$ cat config.mk
export PLATFORM = sky130hd
export DESIGN_NAME = fft_stage_sequencer
export DESIGN_NICKNAME = d
export VERILOG_FILES = /design/src/rtl/fft_stage_sequencer.sv
export SDC_FILE = /design/constraint.sdc
export NUM_CORES = 1
export LEC_CHECK = 0
export CORE_AREA = 3 3 44 46
export DETAILED_ROUTE_END_ITERATION = 7
export DIE_AREA = 0 0 47 49
export GPL_ROUTABILITY_DRIVEN = 0
export PLACE_DENSITY = 0.79
export SLEW_MARGIN = 20
export SYNTH_ARGS = -nofsm -noshare
export SYNTH_HDL_FRONTEND = slang
export SYNTH_SLANG_ARGS = --single-unit
$ cat constraint.sdc
create_clock -name clk -period 2.8 [get_ports clk]
set_input_delay 0.56 -clock clk [delete_from_list [all_inputs] [get_ports clk]]
set_output_delay 0.56 -clock clk [all_outputs]
set_load 0.05 [all_outputs]
$ cat src/rtl/fft_stage_sequencer.sv
// fft_stage_sequencer: stage/butterfly sequencer for a radix-2 FFT with drain gaps and a start/ready/done handshake.
// Optional FFT_STAGE_DONE_EN adds a stage_done pulse on the last drain cycle of each stage.
module fft_stage_sequencer #(
  parameter int NUMSTAGES    = 5,
  parameter int DRAIN_CYCLES = 2
) (
  input  logic                 clk,
  input  logic                 rst_n,
  input  logic                 start,
  input  logic                 abort,
  input  logic                 hold,
  output logic                 ready,
  output logic                 busy,
  output logic                 done,
  output logic [2:0]           stage_num,
  output logic [NUMSTAGES-3:0] counter,
  output logic                 bf_valid
`ifdef FFT_STAGE_DONE_EN
  ,
  output logic                 stage_done
`endif
);
  typedef enum logic [1:0] {S_IDLE, S_RUN, S_DRAIN, S_FIN} state_t;
  state_t state, nxt;
  logic [3:0] dcnt;
  logic [2:0] stg;
  logic last_dr, last_stg;
  assign last_dr  = dcnt == 4'(DRAIN_CYCLES - 1);
  assign last_stg = stg == 3'(NUMSTAGES - 1);
  always_ff @(posedge clk or negedge rst_n)
    if (!rst_n) state <= S_IDLE;
    else state <= nxt;
  // hold is ignored in IDLE and FIN so a start is never lost and completion always finishes
  always_comb
    nxt = abort ? S_IDLE :
          state == S_IDLE ? (start ? S_RUN : S_IDLE) :
          state == S_FIN ? S_IDLE :
          hold ? state :
          state == S_RUN ? (&counter ? S_DRAIN : S_RUN) :
          !last_dr ? S_DRAIN :
          last_stg ? S_FIN : S_RUN;
  always_comb begin
    ready     = state == S_IDLE;
    busy      = state == S_RUN || state == S_DRAIN;
    done      = state == S_FIN;
    stage_num = busy ? stg : 3'b111;
  end
  always_ff @(posedge clk or negedge rst_n)
    if (!rst_n) begin
      counter  <= '0;
      stg      <= '0;
      dcnt     <= '0;
      bf_valid <= 1'b0;
    end else begin
      bf_valid <= nxt == S_RUN && (state == S_IDLE || !hold);
      counter  <= state == S_RUN && nxt == S_RUN ? counter + (NUMSTAGES-2)'(!hold) : '0;
      dcnt     <= state == S_DRAIN && nxt == S_DRAIN ? dcnt + 4'(!hold) : '0;
      stg      <= nxt == S_IDLE || nxt == S_FIN ? '0 :
                  state == S_DRAIN && nxt == S_RUN ? stg + 3'd1 : stg;
    end
`ifdef FFT_STAGE_DONE_EN
  // raised on the edge entering the final drain cycle; a held final cycle does not repeat it
  always_ff @(posedge clk or negedge rst_n)
    if (!rst_n) stage_done <= 1'b0;
    else stage_done <= nxt == S_DRAIN && !hold &&
                       (state == S_RUN ? DRAIN_CYCLES == 1 : dcnt == 4'(DRAIN_CYCLES - 2));
`endif
endmodule

Word-level counts from Yosys, hierarchy flattened
Cells that the tools add are included.
Widths: inputs -> output; s select.
{ "totals": {"ff_bits": 13} }
{ "classes": {"n_eq_ne": 8, "n_mux": 14, "addsub": 3, "reduce_logical": 12} }
{ "ops": {"columns": ["cell", "n"], "rows": [
  ["$mux 2", 8],
  ["$mux 3", 4],
  ["$eq 2x2->1 const B", 4],
  ["$add 4x1->4", 1],
  ["$eq 2x1->1 const B", 2],
  ["$eq 4x1->1 const B", 1],
  ["$logic_and 1x1->1", 4],
  ["$logic_not 2->1", 2],
  ["$mux 4", 1],
  ["$add 3x1->3", 1],
  ["$add 3x1->3 const B", 1],
  ["$eq 3x3->1 const B", 1],
  ["$logic_or 1x1->1", 3],
  ["$reduce_and 3->1", 1],
  ["$reduce_bool 2->1", 1],
  ["$logic_not 1->1", 1],
  ["$mux 1", 1]
]} }

Longest topological paths before layout
{ "depth": {"word_depth": 12, "depth_mapped": 10, "mapped_depth_nobuf": 10} }

Worst setup path after synthesis
OpenSTA, ideal clock, no wires.
{ "synth_path": {"path_kind": "register -> register", "from": "reg state[0]", "to": "reg stg[2]", "required_time_ns": 2.682, "setup_ns": 0.118, "setup_slack_ns": 0.563, "t_arrival_ns": 2.118, "synth_period_minus_slack_ns": 2.237, "n_path_buf": 0, "path_stages_with_launch": 10, "cell_sequence": "dfrtp_1 inv_1 ha_1 or3_1 a221oi_2 or2_1 ha_1 nand3_1 xor2_1 nor2_1"} }
{ "synth_via": {"word_cells_on_any_way": 16, "classes_between": "eq/ne (5); mux (6); reduce/logical (5)"} }
{ "synth_lines": {"columns": ["item", "line", "rtl"], "rows": [
  ["from (decl)", "24", "state_t state, nxt;"],
  ["from (signal assigned)", "32", "else state <= nxt;"],
  ["$logic_not 2->1 *", null, null],
  ["net ready", "12", "output logic ready,"],
  ["$mux 2 *", "36", "state == S_IDLE ? (start ? S_RUN : S_IDLE) :"],
  ["$mux 2 *", "35", "nxt = abort ? S_IDLE :"],
  ["net nxt[0]", "24", null],
  ["$eq 2x2->1, or another cell as far along", "58", "stg <= nxt == S_IDLE || nxt == S_FIN ? '0 :"],
  ["$logic_or 1x1->1 or $logic_and 1x1->1 (tied branches)", "58, 59", null],
  ["$mux 3 or $reduce_bool 2->1 (tied branches)", null, null],
  ["to (signal assigned)", "58", null],
  ["to (decl)", "26", "logic [2:0] stg;"]
]} }
Mark *: on every way through the listed nets, which the timed path passes. The rest lies on a longest branch.
A chain may end at the register's enable or synchronous reset.

Worst setup path after layout
{ "layout_path": {"from": "reg state[0]", "to": "out stage_num[1]"} }
{ "layout_via": {"elab_chain_cells": 3, "word_cells_on_any_way": 4, "classes_between": "eq/ne (2); mux (1); reduce/logical (1)"} }
{ "layout_lines": {"columns": ["item", "line", "rtl"], "rows": [
  ["$eq 2x1->1 or $eq 2x2->1 (tied branches)", "44", "busy = state == S_RUN || state == S_DRAIN;"],
  ["$logic_or 1x1->1 *", "44", null],
  ["$mux 3 *", "46", "stage_num = busy ? stg : 3'b111;"],
  ["to (decl)", "15", "output logic [2:0] stage_num,"]
]} }
Every way passes the cells marked *; elsewhere a longest branch is shown, timed or not.

==> results.py <==
metrics = {
    "sta": {
        "fin_worst_skew_ns": 0.008753,
        "setup_viol": 0,
        "timing.final.crit_share_pct": 92.12,
        "finalCriticalPeriod_ns": 2.579,
        "drv_slew": 0,
        "fin_tns_setup_ns": 0,
        "maxSlewHeadroom_pct": 60.71,
        "timing_hold_violations_final": 0,
        "fmax_mhz": 387.7,
        "rsz0062_at_grt": "false",
        "worst_slew_pin_slew_ns": 0.5875,
    },
    "drt": {
        "drc": 0,
        "drt_wl_total_um": 1546,
        "avgRoutedWirePerCell_um": 14.87,
        "viasPerCell": 5.481,
        "drtIter0Drc": 12,
        "first_pass_iters": 4,
        "via_count": 570,
        "ant_nets": 0,
    },
    "synthesis": {
        "syn_avg_cell_area_um2": 10.49,
        "ys_ff_latch": 13,
        "ys_seq_area_share_pct": 44.29,
        "synth.distinct_cells": 20,
        "netlist_instances": 70,
        "ys_warn_count": 0,
        "syn_area_um2": 734.5,
        "synth_fp_nets": 87,
    },
    "final_layout": {
        "num_antenna_cells": 0,
        "layout_commonest_cell": "clkdlybuf4s50_1",
        "area_growth_pct": 25.38,
        "nets": 106,
        "design_area_um2": 920.9,
        "layout_common_cells": "clkdlybuf4s50_1, dfrtp_1, ha_1",
        "fill_cells": 143,
        "layout-drive-gt1-share_pct": 7.955,
    },
    "global_routing": {
        "grt_pass1_vias": 578,
        "grt_max_degree": 14,
        "antenna_found_initial": 0,
        "grt.total_usage_pct": 16.44,
        "grt_pass1_wl_um": 2670,
        "overflow": 0,
    },
    "placed_design": {
        "io_buffers": 14,
        "dpl_cell_area_um2": 894.6,
        "dp.final_hpwl_um": 1229,
    },
    "setup_path": {
        "crit_chain": "inv_1, ha_1, nand2_1, clkdlybuf4s50_1",
        "reg2regPathDepth": 9,
        "critical-path-max-stage-delay_ns": 0.81,
        "crit_path_end_kind": "output port",
        "crit_arrival_ns": 2.02,
        "critical_path_required_ns": 2.24,
        "slowest_stage": "clkdlybuf4s50_1",
        "path_class": "register to output port",
        "startpoint_type": "register",
        "crit_fanout": 4,
    },
    "clock_network": {
        "clock_latency_ns": 0.28,
        "cts-root-buf": "clkbuf_4",
        "cts_tree": "done",
        "htreeDepth": 1,
        "cts_resized": 0,
        "cts_inserted_buffers": 3,
        "post_cts_buffers": 0,
        "clk_path_buf_depth": 2,
        "ctsHoldBuffers": 0,
        "clk_pin_slew_ns": 0.09,
        "numClockSinks": 13,
    },
    "floorplan": {
        "die_x_um": 47,
        "num_io_pins": 15,
        "start_util_pct": 47.65,
        "dieArea_um2": 2303,
        "rows": 14,
        "die_y_um": 49,
        "fp.coreArea_um2": 1541,
    },
    "power_and_ir_drop": {
        "ir_drop_mv": 0.3177,
        "powerDensity_nw_per_um2": 477.2,
        "p_leak_nw": 0.4540,
    },
    "hold_path": {
        "hp-class": "register to register",
        "holdPathStages": 2,
    },
    "status": {
        "outcome": "finished, final reports clean",
    },
    "run": {
        "cap_violations": 0,
    },
}
## routing by layer
layer,share of wire [%],track usage (%),routed length [um],up-vias
met4,1.4,8.295,21,0
met2,49,25.79,757,16
li1,-,-,-,274
met5,0,0,0,-
met3,4.3,3.321,67,2
met1,45,20.45,700,278
## where the power goes
| group | switching, mW | internal (mW) |
|---|---|---|
| logic | 0.0837 | 0.0418 |
| clock network | 0.0639 | 0.0552 |
| registers | 0.00301 | 0.192 |
| total | 0.151 | 0.289 |
## Yosys cell counts, drive strengths merged
library cell  number  area, um2
a21o               1      8.760
a21oi              3      18.77
a221oi             1      15.01
and2               1      6.260
and3               5      31.28
dfrtp             13      325.3
ha                12      150.1
inv                5      18.77
nand2              8      30.03
nand2b             1      6.260
nand3              4      20.02
nor2               6      22.52
nor4               1      12.51
o21a               1      7.510
o21ai              1      5.000
or2                1      6.260
or3                1      6.260
xnor2              2      17.52
xor2               3      26.28
## path summary, 6_finish.rpt
check | startpoint | end | slack, ns
min in group asynchronous | rst_n | bf_valid | 0.65
worst min-delay path | dcnt[3] | dcnt[3] | 0.56
worst max-delay path | state[0] | stage_num[1] | 0.22
max in group asynchronous | rst_n | stg[2] | 1.76
worst min register to register | dcnt[3] | dcnt[3] | 0.56
worst max register to register | state[0] | stg[2] | 0.47
## flip-flops by register name, summed over array words and instances (netlist names)
name and flops:
bf_valid 1, counter 3, dcnt 4, stg 3
state 2
## final cells by class
class | instances | area [um2] | share of cell area, %
multi-input cells | 52 | 390.4 | 42.39
flip-flops and latches | 13 | 325.3 | 35.33
repair buffers | 14 | 140.1 | 15.22
clock buffers | 4 | 26.28 | 2.853
well taps | 16 | 20.02 | 2.174
inverters | 5 | 18.77 | 2.038
## kinds of logic after synthesis
family,synth area share (%)
compound gates,7.495
simple gates,19.25
fa+ha+maj,20.44
xor+xnor,5.964
buf+inv,2.556
flops,44.29
## worst max-delay path, delay by kind of cell, from the launching register on
kind          cells  cell delay [ns]
fa+ha+maj         1             0.35
buf+inv           2             0.91
flops             1             0.40
simple gates      1             0.08
## stage by stage
stage	total power, mW	utilization [%]	instances	hold slack [ns]	setup WS [ns]
after floorplan	0.2799	-	70	0.2644	0.5634
after global placement	0.3222	58.04	100	0.5482	0.4270
after detailed placement	0.3249	58.04	100	0.5569	0.3306
after CTS	0.4437	59.74	104	0.5711	0.2001
after global routing	0.4644	59.74	104	0.6088	0.1168
final	0.4395	59.74	104	0.5644	0.2206
Power figures use the tool's default switching activity.
